`config.mk`:
```
export PLATFORM = sky130hd
export DESIGN_NAME = uart_rx_core_flat
export DESIGN_NICKNAME = d
export VERILOG_FILES = /design/src/rtl/uart_defs.sv /design/src/rtl/uart_rx_core_if.sv /design/src/rtl/uart_rx_sync.sv /design/src/rtl/uart_rx_core.sv /design/src/flat_wrapper.sv
export SDC_FILE = /design/constraint.sdc
export NUM_CORES = 1
export LEC_CHECK = 0
export ABC_AREA = 1
export CELL_PAD_IN_SITES_DETAIL_PLACEMENT = 1
export CELL_PAD_IN_SITES_GLOBAL_PLACEMENT = 1
export CORE_ASPECT_RATIO = 0.9
export CORE_MARGIN = 5
export CORE_UTILIZATION = 46
export DETAILED_ROUTE_END_ITERATION = 10
export PLACE_DENSITY = 0.93
export SETUP_SLACK_MARGIN = 0.4
export SLEW_MARGIN = 15
export SYNTH_ARGS = -nofsm -noshare
export SYNTH_HDL_FRONTEND = slang
export SYNTH_SLANG_ARGS = --single-unit
```
`constraint.sdc`:
```
create_clock -name clk -period 3.5 [get_ports clk]
set_clock_uncertainty 0.05 [all_clocks]
set_input_delay 0.35 -clock clk [delete_from_list [all_inputs] [get_ports clk]]
set_output_delay 0.35 -clock clk [all_outputs]
set_load 0.02 [all_outputs]
```
`src/rtl/uart_defs.sv`:
```
// Shared UART types and constants for the receive path and its status register.
package uart_defs;

  typedef enum logic [1:0] {
    RX_IDLE,
    RX_SHIFT,
    RX_PARITY,
    RX_STOP
  } RXState_t;

  // Per-frame error pulses feeding the downstream RX status/IRQ register.
  typedef struct packed {
    logic parity;
    logic framing;
    logic overrun;
  } RXIrqFlags_t;

  localparam int RX_MIN_DIVIDER = 4;

  function automatic logic majority3(input logic a, input logic b, input logic c);
    return (a & b) | (a & c) | (b & c);
  endfunction

endpackage

```
`src/rtl/uart_rx_core_if.sv`:
```
// Byte hand-off from the UART receive engine to the RX FIFO, with per-frame status pulses.
interface uart_rx_core_if #(
    parameter int DATA_W = 8
);
    logic [DATA_W-1:0] data_o;
    logic              valid_o;
    logic              ready_i;
    logic              parity_err_o;
    logic              framing_err_o;
    logic              overrun_err_o;

    modport master (
        output data_o, valid_o, parity_err_o, framing_err_o, overrun_err_o,
        input  ready_i
    );

    modport slave (
        input  data_o, valid_o, parity_err_o, framing_err_o, overrun_err_o,
        output ready_i
    );
endinterface

```
`src/rtl/uart_rx_sync.sv`:
```
// Two-flop synchroniser with falling-edge detect; shared by the RX line and CTS input.
module uart_rx_sync (
    input  logic clk,
    input  logic rst,
    input  logic din,
    output logic dout,
    output logic fall
);
    logic meta, sync, prev;

    // Preset high so an idle-high line never produces a spurious edge out of reset.
    always_ff @(posedge clk or posedge rst) begin
        if (rst) begin
            meta <= 1'b1;
            sync <= 1'b1;
            prev <= 1'b1;
        end else begin
            meta <= din;
            sync <= meta;
            prev <= sync;
        end
    end

    assign dout = sync;
    assign fall = prev & ~sync;
endmodule

```
`src/rtl/uart_rx_core.sv`:
```
// UART receive engine: start validation, mid-bit sampling, parity/stop checks, byte hand-off.
// Define UART_RX_MAJORITY_EN for 2-of-3 majority sampling around each mid-bit point.
module uart_rx_core
    import uart_defs::*;
#(
    parameter int DATA_W = 8,
    parameter int DIV_W  = 16
) (
    input  logic             clk,
    input  logic             rst,
    input  logic             rx_i,
    input  logic             rx_en_i,
    input  logic [DIV_W-1:0] divider_i,
    input  logic             parity_en_i,
    input  logic             parity_odd_i,
    input  logic             flush_i,
    output logic             busy_o,
    uart_rx_core_if.master   rx_bus
);
    localparam int CW = DIV_W + 1;
    localparam int BW = $clog2(DATA_W + 1);
`ifdef UART_RX_MAJORITY_EN
    localparam logic [CW-1:0] OFS = CW'(1);
`else
    localparam logic [CW-1:0] OFS = CW'(0);
`endif

    logic              rxs, fall, samp;
    RXState_t          state;
    logic [CW-1:0]     cnt, half_pt, samp_pt;
    logic [BW-1:0]     bit_cnt;
    logic [DIV_W-1:0]  div_eff, div_q;
    logic [DATA_W-1:0] sh, data;
    logic              valid, par_err_q, start_pend;
    RXIrqFlags_t       err;

    uart_rx_sync u_sync (
        .clk  (clk),
        .rst  (rst),
        .din  (rx_i),
        .dout (rxs),
        .fall (fall)
    );

`ifdef UART_RX_MAJORITY_EN
    // Keep two cycles of history so a decision at mid+1 can vote over mid-1..mid+1.
    logic rxs_d1, rxs_d2;
    always_ff @(posedge clk or posedge rst) begin
        if (rst) begin
            rxs_d1 <= 1'b1;
            rxs_d2 <= 1'b1;
        end else begin
            rxs_d1 <= rxs;
            rxs_d2 <= rxs_d1;
        end
    end
    assign samp = majority3(rxs, rxs_d1, rxs_d2);
`else
    assign samp = rxs;
`endif

    assign div_eff = (divider_i < DIV_W'(RX_MIN_DIVIDER)) ? DIV_W'(RX_MIN_DIVIDER) : divider_i;
    assign half_pt = CW'(div_eff >> 1) + OFS;
    assign samp_pt = CW'(div_q) + OFS;

    always_ff @(posedge clk or posedge rst) begin
        if (rst) begin
            state      <= RX_IDLE;
            cnt        <= '0;
            bit_cnt    <= '0;
            div_q      <= '0;
            sh         <= '0;
            data       <= '0;
            valid      <= 1'b0;
            par_err_q  <= 1'b0;
            start_pend <= 1'b0;
            err        <= '0;
        end else begin
            err <= '0;
            if (valid && rx_bus.ready_i)
                valid <= 1'b0;

            if (!rx_en_i || flush_i) begin
                state      <= RX_IDLE;
                cnt        <= '0;
                bit_cnt    <= '0;
                start_pend <= 1'b0;
                if (flush_i)
                    valid <= 1'b0;
            end else if (state == RX_IDLE) begin
                // A fall needs rxs high the cycle before, so a held break cannot re-arm.
                if (start_pend) begin
                    cnt <= cnt + 1'b1;
                    if (cnt == half_pt) begin
                        start_pend <= 1'b0;
                        if (!samp) begin
                            state     <= RX_SHIFT;
                            cnt       <= OFS + 1'b1;
                            div_q     <= div_eff;
                            bit_cnt   <= '0;
                            par_err_q <= 1'b0;
                        end
                    end
                end else if (fall) begin
                    start_pend <= 1'b1;
                    cnt        <= CW'(1);
                    bit_cnt    <= '0;
                end
            end else begin
                cnt <= cnt + 1'b1;
                if (cnt == samp_pt) begin
                    cnt <= OFS + 1'b1;
                    if (state == RX_SHIFT) begin
                        sh      <= {samp, sh[DATA_W-1:1]};
                        bit_cnt <= bit_cnt + 1'b1;
                        if (bit_cnt == BW'(DATA_W - 1))
                            state <= parity_en_i ? RX_PARITY : RX_STOP;
                    end else if (state == RX_PARITY) begin
                        par_err_q <= samp ^ (^sh) ^ parity_odd_i;
                        state     <= RX_STOP;
                    end else begin
                        // Stop sample: commit, unless a held byte is not being taken this cycle.
                        state       <= RX_IDLE;
                        err.parity  <= par_err_q;
                        err.framing <= ~samp;
                        if (!valid || rx_bus.ready_i) begin
                            data  <= sh;
                            valid <= 1'b1;
                        end else begin
                            err.overrun <= 1'b1;
                        end
                    end
                end
            end
        end
    end

    assign busy_o               = (state != RX_IDLE);
    assign rx_bus.data_o        = data;
    assign rx_bus.valid_o       = valid;
    assign rx_bus.parity_err_o  = err.parity;
    assign rx_bus.framing_err_o = err.framing;
    assign rx_bus.overrun_err_o = err.overrun;
endmodule

```
`src/flat_wrapper.sv`:
```
// flat-port wrapper written by rule: the top's interface ports become plain ports
module uart_rx_core_flat import uart_defs::*;
#(
    parameter int DATA_W = 8,
    parameter int DIV_W  = 16
)
  (clk, rst, rx_i, rx_en_i, divider_i, parity_en_i, parity_odd_i, flush_i, busy_o, rx_bus_data_o, rx_bus_valid_o, rx_bus_parity_err_o, rx_bus_framing_err_o, rx_bus_overrun_err_o, rx_bus_ready_i);
  uart_rx_core_if #(.DATA_W(DATA_W)) rx_bus_i ();
  input  logic clk;
  input  logic rst;
  input  logic rx_i;
  input  logic rx_en_i;
  input  logic [DIV_W-1:0] divider_i;
  input  logic parity_en_i;
  input  logic parity_odd_i;
  input  logic flush_i;
  output logic busy_o;
  output wire logic [$bits(rx_bus_i.data_o)-1:0] rx_bus_data_o;
  output wire logic [$bits(rx_bus_i.valid_o)-1:0] rx_bus_valid_o;
  output wire logic [$bits(rx_bus_i.parity_err_o)-1:0] rx_bus_parity_err_o;
  output wire logic [$bits(rx_bus_i.framing_err_o)-1:0] rx_bus_framing_err_o;
  output wire logic [$bits(rx_bus_i.overrun_err_o)-1:0] rx_bus_overrun_err_o;
  input wire logic [$bits(rx_bus_i.ready_i)-1:0] rx_bus_ready_i;
  assign rx_bus_data_o = rx_bus_i.data_o;
  assign rx_bus_valid_o = rx_bus_i.valid_o;
  assign rx_bus_parity_err_o = rx_bus_i.parity_err_o;
  assign rx_bus_framing_err_o = rx_bus_i.framing_err_o;
  assign rx_bus_overrun_err_o = rx_bus_i.overrun_err_o;
  assign rx_bus_i.ready_i = rx_bus_ready_i;
  uart_rx_core #(.DATA_W(DATA_W), .DIV_W(DIV_W)) u_core (.clk(clk), .rst(rst), .rx_i(rx_i), .rx_en_i(rx_en_i), .divider_i(divider_i), .parity_en_i(parity_en_i), .parity_odd_i(parity_odd_i), .flush_i(flush_i), .busy_o(busy_o), .rx_bus(rx_bus_i));
endmodule
```
==> metrics.yaml, run 1 <==
floorplanning:
  initial_core_util: 0.464
  dieArea_um2: 10500
  io_pins: 37
  die_h_um: 97.6
  die_w_um: 107
  core-area_um2: 8450
  rows: 32
drt:
  route.detailed.drc: 0
  ant_nets: 0
  wirelength_mm: 11.0
  vias: 3546
  drt-initial-drc-count: 152
  wl_per_cell_um: 16.2
  firstDrtPassIters: 4
  avgViaCountPerCell: 5.24
global_route:
  met1_usage: 0.291
  use_met3: 0.0346
  grt_start_max_net_pins: 46
  grt_pass1_vias: 3842
  grt_antenna_before_repair: 0
  grt_use_total: 0.225
  grt-busiest-layer: "met2"
  grt_overflow: 0
  grtUsageMet2: 0.387
  grt_pass1_wl_mm: 18.9
clock_tree:
  htreeDepth: 3
  cts_setup_buffers: 0
  holdBufCountCts: 0
  clk_latency_ns: 0.35
  cts_resized: 0
  tritoncts: "done"
  clock_tree.buffer_depth: 2
  root_buffer: "clkbuf_8"
  clkTransAtPathRegs_ns: 0.08
  cts.sinks: 64
  cts_buffers: 9
timing:
  slew_viol_final: 0
  fmax_mhz: 409
  setup_ws_ns: 1.06
  timing.max_slew.rel_slack: 0.579
  worstMarginPinSlew_ns: 0.629
  min_period_ns: 2.44
  rsz0062_at_grt: "false"
  fin_crit_sh: 0.698
  hold_viol: 0
  setup_viol: 0
  tns_ns: 0
yosys:
  ys_warn_count: 0
  ys_seq_area_frac: 0.410
  ys_seq_elements: 64
  netlist_instances: 518
  ys.flop_type: "dfrtp_1"
  syn-num-nets: 547
  avgSynthCellArea_um2: 7.56
  synthesis.area_um2: 3920
  yosysUniqueCellTypes: 41
  synth_edf_count: 0
  async_flop_share: 1.00
power:
  p_leak_nw: 2.21
  ir_worst_vdd_uv: 227
  p_comb_frac: 0.143
  clkPwrFrac: 0.397
  switchingPower_w: 0.000488
  intPower_w: 0.00118
  p_seq_frac: 0.460
  swShare: 0.293
  power_density_nw_per_um2: 366
setup_path:
  path_max_fanout: 9
  arrival_ns: 2.04
  critical_path_class: "register to output pin"
  worstRegToRegCells: 7
  cpMostUsedCell: "inv_1"
  cp-end-kind: "output pin"
  startpoint: "u_core.state[0]"
  r2r-start: "u_core.state[0]"
  critPathLaunchType: "register"
  required_ns: 3.10
  r2r_end: "u_core.div_q[7]"
  rrSetupSlack_ns: 1.15
  slowest_stage: "clkdlybuf4s50_1"
  cp_slowest_stage_delay_ns: 0.61
  path_cells: "inv_1 > ha_1 > inv_1 > clkdlybuf4s50_1"
worst_hold_path:
  hold_class: "input pin to asynchronous set/reset pin"
cells_and_area:
  final_cell_mix: "137 x nand2_1, 71 x inv_1, 61 x dfrtp_1, 46 x nor2_1, 36 x clkdlybuf4s50_1"
  drive_gt1_frac: 0.125
  fin_util: 0.538
  layout_commonest_cell: "nand2_1"
  nets: 582
  num_antenna_cells: 0
  synthToLayoutAreaGrowth_pct: 16.1
  fillCellCount: 1068
placed_design:
  io_buffers: 36
  dp_hpwl_mm: 8.37
  place_ws_ns: 0.737
  gp_congestion: 0.957
flow_run:
  cap_violations: 0
run_status:
  status: "finished clean"
flip-flops by register name, indices dropped and copies added (netlist names), 2 cells and up:
signal and flops:
u_core.cnt 17, u_core.sh 8, u_core.bit_cnt 4, u_core.div_q 16, u_core.state 2, u_core.rx_bus.data_o 8
logic make-up (layout without fill, tap and decap cells):
family	after synthesis	in the layout	share of synthesized area
compound gates	64	64	0.0977
xor+xnor	24	24	0.0537
fa+ha+maj	5	5	0.0160
buf+inv	91	131	0.0977
flops	64	64	0.410
simple gates	270	270	0.325
Yosys cell counts (all sizes together), types with 6 or more instances:
cell type  number  area (um^2)
nand4          17          119
xnor2           9         78.8
o21ai          33          169
or2             6         40.0
buf            11         78.8
inv            77          289
nor3            7         67.6
nand3          26          150
nor2           58          248
xor2           15          131
nand2         145          569
nand3b          8         60.1
a21oi          19          125
dfrtp          61         1530
worst max-delay path by stage:
stage | endpoint | slack [ns]
global route | u_core.div_q[7] | 0.93
detailed placement | u_core.div_q[10] | 0.74
global placement | u_core.div_q[15] | 0.88
CTS | busy_o | 1.04
floorplan | u_core.bit_cnt[0] | 1.51
finish | busy_o | 1.06
power groups by stage:
stage               Sequential [W]  Combinational [W]  Clock [W]
finish                    0.000765           0.000238   0.000661
global route              0.000766           0.000266   0.000712
CTS                       0.000765           0.000240   0.000671
detailed placement        0.000778           0.000234          0
global placement          0.000777           0.000225          0
floorplan                 0.000774           0.000154          0
per-stage QoR:
step                      total power [W]  area [um^2]  std cells  hold slack, ns
after floorplan                  0.000928         3920        518           0.295
after global placement            0.00100         4350        661           0.297
after detailed placement          0.00101         4350        661           0.302
after CTS                         0.00167         4550        677           0.272
after global routing              0.00174         4550        677           0.298
final                             0.00166         4550        677           0.258
worst max-delay path: cells and delay by family, from the launching register on:
family                     cells  cell delay, ns
adders and majority gates      1            0.38
buffers and inverters          3            0.93
DFF                            1            0.40
layer usage:
layer,wire (um),share of wire
met4,160,0.015
met5,0,0
met1,4860,0.44
met2,5520,0.50
met3,448,0.041
final cells by class:
type	instances	area, um^2	share of cell area
timing repair buffer	38	375	0.0826
multi-input combinational	363	1930	0.424
clock buffer	11	141	0.0311
clock inverter	5	57.6	0.0127
tap	119	149	0.0327
sequential	64	1610	0.353
inverter	77	289	0.0636
Power figures use the tool's default switching activity.
==> inputs of run 2 (changes only) <==
--- a/config.mk
+++ b/config.mk
@@ -10,9 +10,9 @@
 export CELL_PAD_IN_SITES_GLOBAL_PLACEMENT = 1
 export CORE_ASPECT_RATIO = 0.9
 export CORE_MARGIN = 5
-export CORE_UTILIZATION = 46
+export CORE_UTILIZATION = 43
 export DETAILED_ROUTE_END_ITERATION = 10
-export PLACE_DENSITY = 0.93
+export PLACE_DENSITY = 0.88
 export SETUP_SLACK_MARGIN = 0.4
 export SLEW_MARGIN = 15
 export SYNTH_ARGS = -nofsm -noshare
==> constraint.sdc (replaced) <==
create_clock -name clk -period 2.3 [get_ports clk]
set_clock_uncertainty 0.05 [all_clocks]
set_input_delay 0.23 -clock clk [delete_from_list [all_inputs] [get_ports clk]]
set_output_delay 0.23 -clock clk [all_outputs]
set_load 0.02 [all_outputs]
==> run 2 against run 1 <==
  * Largest cell class unchanged
  * Critical path depth up 8
  * Register-to-register slack got worse by 1.2 ns
  * Core utilization increased by 12 points
  * Clock-buffer cell count decreased by 2
  * The run now ends with negative setup slack left
  * Clock power up 42%
  * Via count is 36% higher
  * Worst setup slack worse by 1.1 ns
  * Critical path type is now register to register
==> metrics.yaml, run 2 (synthesis results as in run 1) <==
drt:
  route.detailed.drc: 0  # unchanged
  wirelength_mm: 21.7  # was 11.0 mm
  ant_nets: 0  # unchanged
  firstDrtPassIters: 6  # was 4
  drt-initial-drc-count: 416  # was 152
  wl_per_cell_um: 28.6  # was 16.2 um
  avgViaCountPerCell: 6.36  # was 5.24
  vias: 4837  # was 3546
clock_tree:
  clkTransAtPathRegs_ns: 0.09  # was 0.08 ns
  holdBufCountCts: 0  # unchanged
  clock_tree.buffer_depth: 2  # unchanged
  clk_latency_ns: 0.38  # was 0.35 ns
  cts.sinks: 64  # unchanged
  htreeDepth: 3  # unchanged
  tritoncts: "done"  # unchanged
  root_buffer: "clkbuf_8"  # unchanged
  cts_buffers: 9  # unchanged
power:
  power_density_nw_per_um2: 488  # was 366 nW/um^2
  power.total_w: 0.00287  # was 0.00166 W
  ir_worst_vdd_uv: 526  # was 227 uV
  p_leak_nw: 2.75  # was 2.21 nW
floorplanning:
  io_pins: 37  # unchanged
  dieArea_um2: 11100  # was 10500 um^2
  die_w_um: 111  # was 107 um
  core-area_um2: 9000  # was 8450 um^2
  die_h_um: 101  # was 97.6 um
  initial_core_util: 0.435  # was 0.464
  rows: 33  # was 32
global_route:
  grt_pass1_vias: 4579  # was 3842
  grt_start_max_net_pins: 38  # was 46
  grt_pass1_wl_mm: 25.4  # was 18.9 mm
  grt_use_total: 0.293  # was 0.225
  grt_antenna_before_repair: 0  # unchanged
  grt_overflow: 0  # unchanged
setup_path:
  cp_slowest_stage_delay_ns: 0.47  # was 0.61 ns
  arrival_ns: 2.58  # was 2.04 ns
  critPathBufInv: 1  # was 3
  r2r-start: "u_core.cnt[0]"  # was u_core.state[0]
  cp-end-kind: "register"  # was output pin
  cpMostUsedCell: "nand2_2"  # was inv_1
  startpoint: "u_core.cnt[0]"  # was u_core.state[0]
  critPathLaunchType: "register"  # unchanged
  path_cells: "inv_1 > o22ai_1 > nor2_1 > nand4_1 > nor2_4 > nand2_4 > nand2_8 > nand2_2 > nand2_2 > nand2_4 > nand2_2 > nand2_1"  # was inv_1 > ha_1 > inv_1 > clkdlybuf4s50_1
  path_max_fanout: 6  # was 9
  required_ns: 2.50  # was 3.10 ns
  slowest_stage: "dfrtp_2"  # was clkdlybuf4s50_1
  critical_path_class: "register to register"  # was register to output pin
  crit_family: "simple AND/OR/NAND/NOR gates"  # was buffers and inverters
cells_and_area:
  final_cell_mix: "107 x nand2_1, 62 x inv_1, 58 x buf_4, 52 x dfrtp_1, 30 x clkdlybuf4s50_1"  # was 137 x nand2_1, 71 x inv_1, 61 x dfrtp_1, 46 x nor2_1, 36 x clkdlybuf4s50_1
  multi_input_area_um2: 2560  # was 1930 um^2
  fillCellCount: 1071  # was 1068
  largest_register: "u_core.cnt"  # unchanged
  largest_reg_flops: 17  # unchanged
  synthToLayoutAreaGrowth_pct: 50.2  # was 16.1%
  stdcell_area_um2: 5880  # was 4550 um^2
  post_layout_nonfiller_instances: 760  # was 677
  largestRegisters: "u_core.cnt (17), u_core.div_q (16)"  # unchanged
  drive_gt1_frac: 0.390  # was 0.125
  nets: 662  # was 582
  regArea_um2: 1620  # was 1610 um^2
  layout_commonest_cell: "nand2_1"  # unchanged
  fin_util: 0.654  # was 0.538
  num_antenna_cells: 0  # unchanged
placed_design:
  gp_congestion: 0.952  # was 0.957
  dpl_cell_area_um2: 4520  # was 4350 um^2
  dp_hpwl_mm: 9.05  # was 8.37 mm
  placedCellCount: 683  # was 661
  io_buffers: 36  # unchanged
worst_hold_path:
  hold_class: "input pin to asynchronous set/reset pin"  # unchanged
timing:
  fin_crit_sh: 1.03
  hold_ws_ns: 0.109  # was 0.258 ns
  min_period_ns: 2.38
  setup_viol: 5  # was 0
  hold_viol: 0  # unchanged
  worstMarginPinSlew_ns: 0.542  # was 0.629 ns
  setup_ws_ns: -0.0790  # was 1.06 ns
  rsz0062_at_grt: "true"  # was false
  timing.max_slew.rel_slack: 0.637  # was 0.579
  fmax_mhz: 420
  slew_viol_final: 0  # unchanged
run_status:
  violations: "negative setup slack"
  status: "complete, but fails checks"  # was finished clean
flow_run:
  cap_violations: 0  # unchanged
-- run 2: path summary, 6_finish.rpt --
kind / to / slack (ns) / cells after the start
worst max-delay path: u_core.state[1] / -0.08 / 12
worst min-delay path: u_core.sh[7] / 0.11 / 2
worst max register to register: u_core.state[1] / -0.08 / 12
worst min register to register: u_core.u_sync.dout / 0.31 / 0
max in group asynchronous: u_core.sh[1] / 1.50 / 3
min in group clk: u_core.u_sync.meta / 0.21 / 1
-- run 2: final cells by class --
type                            count  share of cell area
Multi-Input combinational cell    368               0.436
Sequential cell                    64               0.275
Timing Repair Buffer              113               0.182
Inverter                           77              0.0523
Tap cell                          122              0.0259
Clock buffer                        9              0.0211
Clock inverter                      7             0.00808
-- run 2: where the power goes --
part	internal (W)	switching, W	total [W]
clock	0.000391	0.000550	0.000941
combinational	0.000273	0.000486	0.000759
sequential	0.00114	0.0000273	0.00117
total	0.00181	0.00106	0.00287
-- run 2: per-stage QoR --
stage	setup TNS [ns]	setup WS [ns]
finish	-0.180	-0.0790
global route	-0.921	-0.151
CTS	0	0.348
detailed placement	-1.61	-0.0976
global placement	0	0.00967
floorplan	0	0.427
-- run 2: routing by layer --
| metal | global-route usage | up-vias | wire [um] |
|---|---|---|---|
| met1 | 0.338 | 2388 | 7910 |
| met4 | 0.140 | 0 | 1700 |
| met3 | 0.0654 | 160 | 1780 |
| met2 | 0.522 | 403 | 10300 |
| met5 | 0 | - | 0 |
| li1 | - | 1886 | - |
-- run 2: timing repair --
| action | in CTS | in global routing |
|---|---|---|
| endpoints found under the setup margin | 61 | 62 |
| buffers inserted | 25 | 28 |
| gates resized for setup | 73 | 113 |
| cloned | 4 | 4 |
| pin swaps | 20 | 51 |
-- run 2: worst register-to-register path, stage by stage (launching register included) --
cell and delay, ns:
dfrtp_2 0.47, inv_1 0.16, o22ai_1 0.11, nor2_1 0.13
nand4_1 0.27, nor2_4 0.29, nand2_4 0.13, nand2_8 0.16
nand2_2 0.09, nand2_2 0.12, nand2_4 0.08, nand2_2 0.11
nand2_1 0.09
==> inputs of run 3 (changes only) <==
--- a/config.mk
+++ b/config.mk
@@ -13,7 +13,6 @@
 export CORE_UTILIZATION = 43
 export DETAILED_ROUTE_END_ITERATION = 10
 export PLACE_DENSITY = 0.88
-export SETUP_SLACK_MARGIN = 0.4
 export SLEW_MARGIN = 15
 export SYNTH_ARGS = -nofsm -noshare
 export SYNTH_HDL_FRONTEND = slang
==> run 3 against run 2 <==
  * Combinational power down 48%
  * Critical path depth down 8
  * Non-clock buffer count down 56
  * Worst setup slack better by 0.15 ns
  * Flip-flop and latch count unchanged
  * The flow now finishes without violations
  * Fmax up 6.9%
  * Wire length down 45%
  * Worst hold slack worse by 0.0088 ns
  * Sequential share of layout area up 6.7 points
  * Final cell count down 8.0%
  * Critical endpoint is now busy_o
  * Via count down 24%
==> metrics.yaml, run 3 (synthesis results as in run 1) <==
cells_and_area:
  synthToLayoutAreaGrowth_pct: 20.5  # was 50.2%
  fin_util: 0.525  # was 0.654
  fillCellCount: 1172  # was 1071
  largest_register: "u_core.cnt"  # unchanged
  layout_commonest_cell: "nand2_1"  # unchanged
  num_antenna_cells: 0  # unchanged
  stdcell_area_um2: 4720  # was 5880 um^2
  largestRegisters: "u_core.cnt (17), u_core.div_q (16)"  # unchanged
  largest_reg_flops: 17  # unchanged
  drive_gt1_frac: 0.170  # was 0.390
  final_cell_mix: "136 x nand2_1, 71 x inv_1, 56 x dfrtp_1, 45 x nor2_1, 36 x clkdlybuf4s50_1"  # was 107 x nand2_1, 62 x inv_1, 58 x buf_4, 52 x dfrtp_1, 30 x clkdlybuf4s50_1
  nets: 601  # was 662
timing:
  fmax_mhz: 449  # was 420 MHz
  min_period_ns: 2.22  # was 2.38 ns
  slew_viol_final: 0  # unchanged
  fin_crit_sh: 0.967  # was 1.03
  worstMarginPinSlew_ns: 0.604  # was 0.542 ns
  tns_ns: 0  # was -0.180 ns
  hold_viol: 0  # unchanged
  timing.max_slew.rel_slack: 0.596  # was 0.637
  rsz0062_at_grt: "false"  # was true
  setup_viol: 0  # was 5
setup_path:
  critPathLaunchType: "register"  # unchanged
  cp-end-kind: "output pin"  # was register
  arrival_ns: 1.94  # was 2.58 ns
  worstRegToRegCells: 10  # was 12
  critical_path_class: "register to output pin"  # was register to register
  path_max_fanout: 9  # was 6
  required_ns: 2.02  # was 2.50 ns
run_status:
  status: "finished clean"  # was complete, but fails checks
global_route:
  grt_antenna_before_repair: 0  # unchanged
  grt_start_max_net_pins: 38  # unchanged
  grt_overflow: 0  # unchanged
  grt_pass1_vias: 3948  # was 4579
  grt_pass1_wl_mm: 19.9  # was 25.4 mm
  grt_use_total: 0.222  # was 0.293
placed_design:
  dp_hpwl_mm: 9.05  # unchanged
  io_buffers: 36  # unchanged
  dpl_cell_area_um2: 4520  # unchanged
  gp_congestion: 0.952  # unchanged
worst_hold_path:
  hold_class: "input pin to asynchronous set/reset pin"  # unchanged
clock_tree:
  holdBufCountCts: 0  # unchanged
  tritoncts: "done"  # unchanged
  clkTransAtPathRegs_ns: 0.08  # was 0.09 ns
  cts_buffers: 9  # unchanged
  cts.sinks: 64  # unchanged
  clock_tree.buffer_depth: 2  # unchanged
  htreeDepth: 3  # unchanged
  clk_latency_ns: 0.35  # was 0.38 ns
  root_buffer: "clkbuf_8"  # unchanged
drt:
  route.detailed.drc: 0  # unchanged
  vias: 3654  # was 4837
  wl_per_cell_um: 17.0  # was 28.6 um
  wirelength_mm: 11.9  # was 21.7 mm
  firstDrtPassIters: 4  # was 6
  drt-initial-drc-count: 184  # was 416
  avgViaCountPerCell: 5.23  # was 6.36
  ant_nets: 0  # unchanged
power:
  power_density_nw_per_um2: 519  # was 488 nW/um^2
  p_leak_nw: 2.29  # was 2.75 nW
  ir_worst_vdd_uv: 343  # was 526 uV
floorplanning:
  io_pins: 37  # unchanged
  core-area_um2: 9000  # unchanged
  die_w_um: 111  # unchanged
  initial_core_util: 0.435  # unchanged
  die_h_um: 101  # unchanged
  dieArea_um2: 11100  # unchanged
  rows: 33  # unchanged
flow_run:
  cap_violations: 0  # unchanged
[run 3: cell count changes in the layout (fill, tap and decap cells not counted), sizes merged, moves of 2 or more]
cell	delta
clkbuf	-2
dlymetal6s2s	-2
nand2	-2
clkdlybuf4s50	+6
nand3	-3
dlygate4sd2	-3
buf	-54
[run 3: cell type report]
type | instances | area [um^2] | share of cell area
multi-input cells | 363 | 1950 | 0.413
flip-flops and latches | 64 | 1610 | 0.341
repair buffers | 57 | 543 | 0.115
inverters | 77 | 292 | 0.0617
well taps | 122 | 153 | 0.0323
clock buffers | 9 | 124 | 0.0262
clock inverters | 7 | 47.5 | 0.0101
[run 3: critical path, stage by stage, from the launching register on]
cell	delay, ns
dfrtp_1	0.40
inv_1	0.08
ha_2	0.25
inv_1	0.21
clkdlybuf4s50_1	0.65
[run 3: worst paths after layout]
check / from / to / slack, ns
max: u_core.state[1] / busy_o / 0.08
max in group asynchronous: rst / u_core.cnt[1] / 1.55
min reg2reg: u_core.u_sync.meta / u_core.u_sync.dout / 0.32
min: rst / u_core.sh[3] / 0.10
min in group clk: rx_i / u_core.u_sync.meta / 0.23
max reg2reg: u_core.cnt[4] / u_core.cnt[16] / 0.23
[run 3: power by group]
part           internal (W)  switching (W)  total (W)
sequential          0.00114      0.0000210    0.00117
combinational      0.000135       0.000263   0.000398
clock              0.000390       0.000499   0.000889
total               0.00167       0.000783    0.00245
[run 3: repair_timing]
action                                  in CTS  in global routing
setup buffers                                0                  0
pin swaps                                    0                  1
gates resized for setup                      1                 11
endpoints found under the setup margin       1                 27
[run 3: per-stage QoR]
stage	total power [W]	cells	setup slack (ns)	hold WS (ns)
after global routing	0.00256	699	0.0117	0.116
after global placement	0.00155	683	0.00967	0.297
after floorplan	0.00141	518	0.427	0.184
after detailed placement	0.00157	683	-0.0976	0.305
final	0.00245	699	0.0751	0.101
after CTS	0.00246	699	0.0955	0.102
[run 3: per-layer routing]
| metal | vias up | global-route usage | part of all wire |
|---|---|---|---|
| met5 | - | 0 | 0 |
| met4 | 0 | 0.0578 | 0.015 |
| met3 | 14 | 0.0492 | 0.039 |
| met2 | 77 | 0.396 | 0.51 |
| met1 | 1822 | 0.275 | 0.43 |
| li1 | 1741 | - | - |
==> RTL edit (settings of run 3) <==
One comparison of `bit_cnt` changes from == to >=.
--- a/src/rtl/uart_rx_core.sv
+++ b/src/rtl/uart_rx_core.sv
@@ -113,7 +113,7 @@
                     if (state == RX_SHIFT) begin
                         sh      <= {samp, sh[DATA_W-1:1]};
                         bit_cnt <= bit_cnt + 1'b1;
-                        if (bit_cnt == BW'(DATA_W - 1))
+                        if (bit_cnt >= BW'(DATA_W - 1))
                             state <= parity_en_i ? RX_PARITY : RX_STOP;
                     end else if (state == RX_PARITY) begin
                         par_err_q <= samp ^ (^sh) ^ parity_odd_i;
Function: same outputs for any inputs over 4 cycles, from zero or initial values and one cycle with rst high; that may be too few to reach the edited logic, so the function may still have changed.
==> RTL edit against run 3 <==
- global-route usage grew 0.40 points
- synthesized area shrank 0.26%
- routed wire length grew 1.2%
- critical path depth grew 6
- power grew 18%
- setup slack gained 120 ps
- clock power grew 41%
- sequential cell count is the same
- design area shrank 1.1%
==> RTL edit: results (changes against run 3) <==
minimum clock period 2110 ps (was 2220 ps); CP max-delay cell dfrtp_2 (was clkdlybuf4s50_1); largest cells by area after synthesis dfrtp_1, nand2_1, o21ai_2 (was dfrtp_1, nand2_1, inv_1); Final GP Congestion 0.939 (was 0.952); adder-cell share of the synthesized area 0.0160 (about the same); leakage 2.22 nW (was 2.29 nW); metal2 WL 6.02 mm (was 6.10 mm); initial DRC count 205 (was 184); WL final 12.1 mm (was 11.9 mm); r2r endpoint u_core.cnt[14] (was u_core.cnt[16]); drt via density 5.36 (was 5.23); Final nets 562 (was 601); DR WL met3 538 um (was 466 um); GR Util met2 0.396 (about the same); Sw Ratio 0.289 (was 0.319); outcome complete, no violations (unchanged); largest net degree at the start of global routing 25 (was 38); Synth top cells by count nand2_1, dfrtp_1, inv_1 (was nand2_1, inv_1, dfrtp_1); met1 wire length 5.21 mm (was 5.17 mm); synth unique cells 36 (was 41); Post-Syn Nets 521 (was 547); Placed Instances 643 (was 683); worst IR drop on VDD 0.341 mV (was 0.343 mV); area of the multi-input gates 1990 sq um (was 1950 sq um); Crit. End Element register (was primary output); Reg power frac 0.413 (was 0.475); design area 4670 sq um (was 4720 sq um); Avg Cell Area, Syn 7.94 sq um (was 7.56 sq um); CP max FO 5 (was 9); post-synthesis sequential area ratio 0.411 (was 0.410); Largest stage delay, worst path 450 ps (was 650 ps); vias in the first global route 3931 (was 3948); combinational share of power 0.157 (was 0.162); crit path launch u_core.cnt[0] (was u_core.state[1]); reg2reg setup slack 190 ps (was 230 ps); r2r startpoint u_core.cnt[0] (was u_core.cnt[4]); WP data arrival 2350 ps (was 1940 ps); GR Util All Layers 0.226 (was 0.222); DP HPWL 8.58 mm (was 9.05 mm); met1 Use GR 0.275 (about the same); Multi-In Gates 357 (was 363); inverter count 54 (was 77)
## RTL edit: what timing repair did
action	CTS	global route
setup endpoints to repair	1	10
buffers inserted	0	1
resized for setup	1	6
hold buffers	0	0
endpoints found under the hold margin	0	0
## RTL edit: logic make-up (layout without fill, tap and decap cells)
| family | count (synthesis) | in the layout |
|---|---|---|
| simple gates | 255 | 255 |
| buf+inv | 71 | 117 |
| compound gates | 66 | 66 |
| flops | 64 | 64 |
| xor+xnor | 31 | 31 |
| fa+ha+maj | 5 | 5 |
## RTL edit: worst min path at each step
stage,end,slack (ps),cells past startpoint,start
final,u_core.cnt[13],170,2,rst
after global routing,u_core.cnt[13],180,2,rst
after CTS,u_core.cnt[13],160,2,rst
after detailed placement,u_core.u_sync.dout,300,0,u_core.u_sync.meta
after global placement,u_core.u_sync.dout,300,0,u_core.u_sync.meta
after floorplan,u_core.u_sync.meta,180,0,rx_i
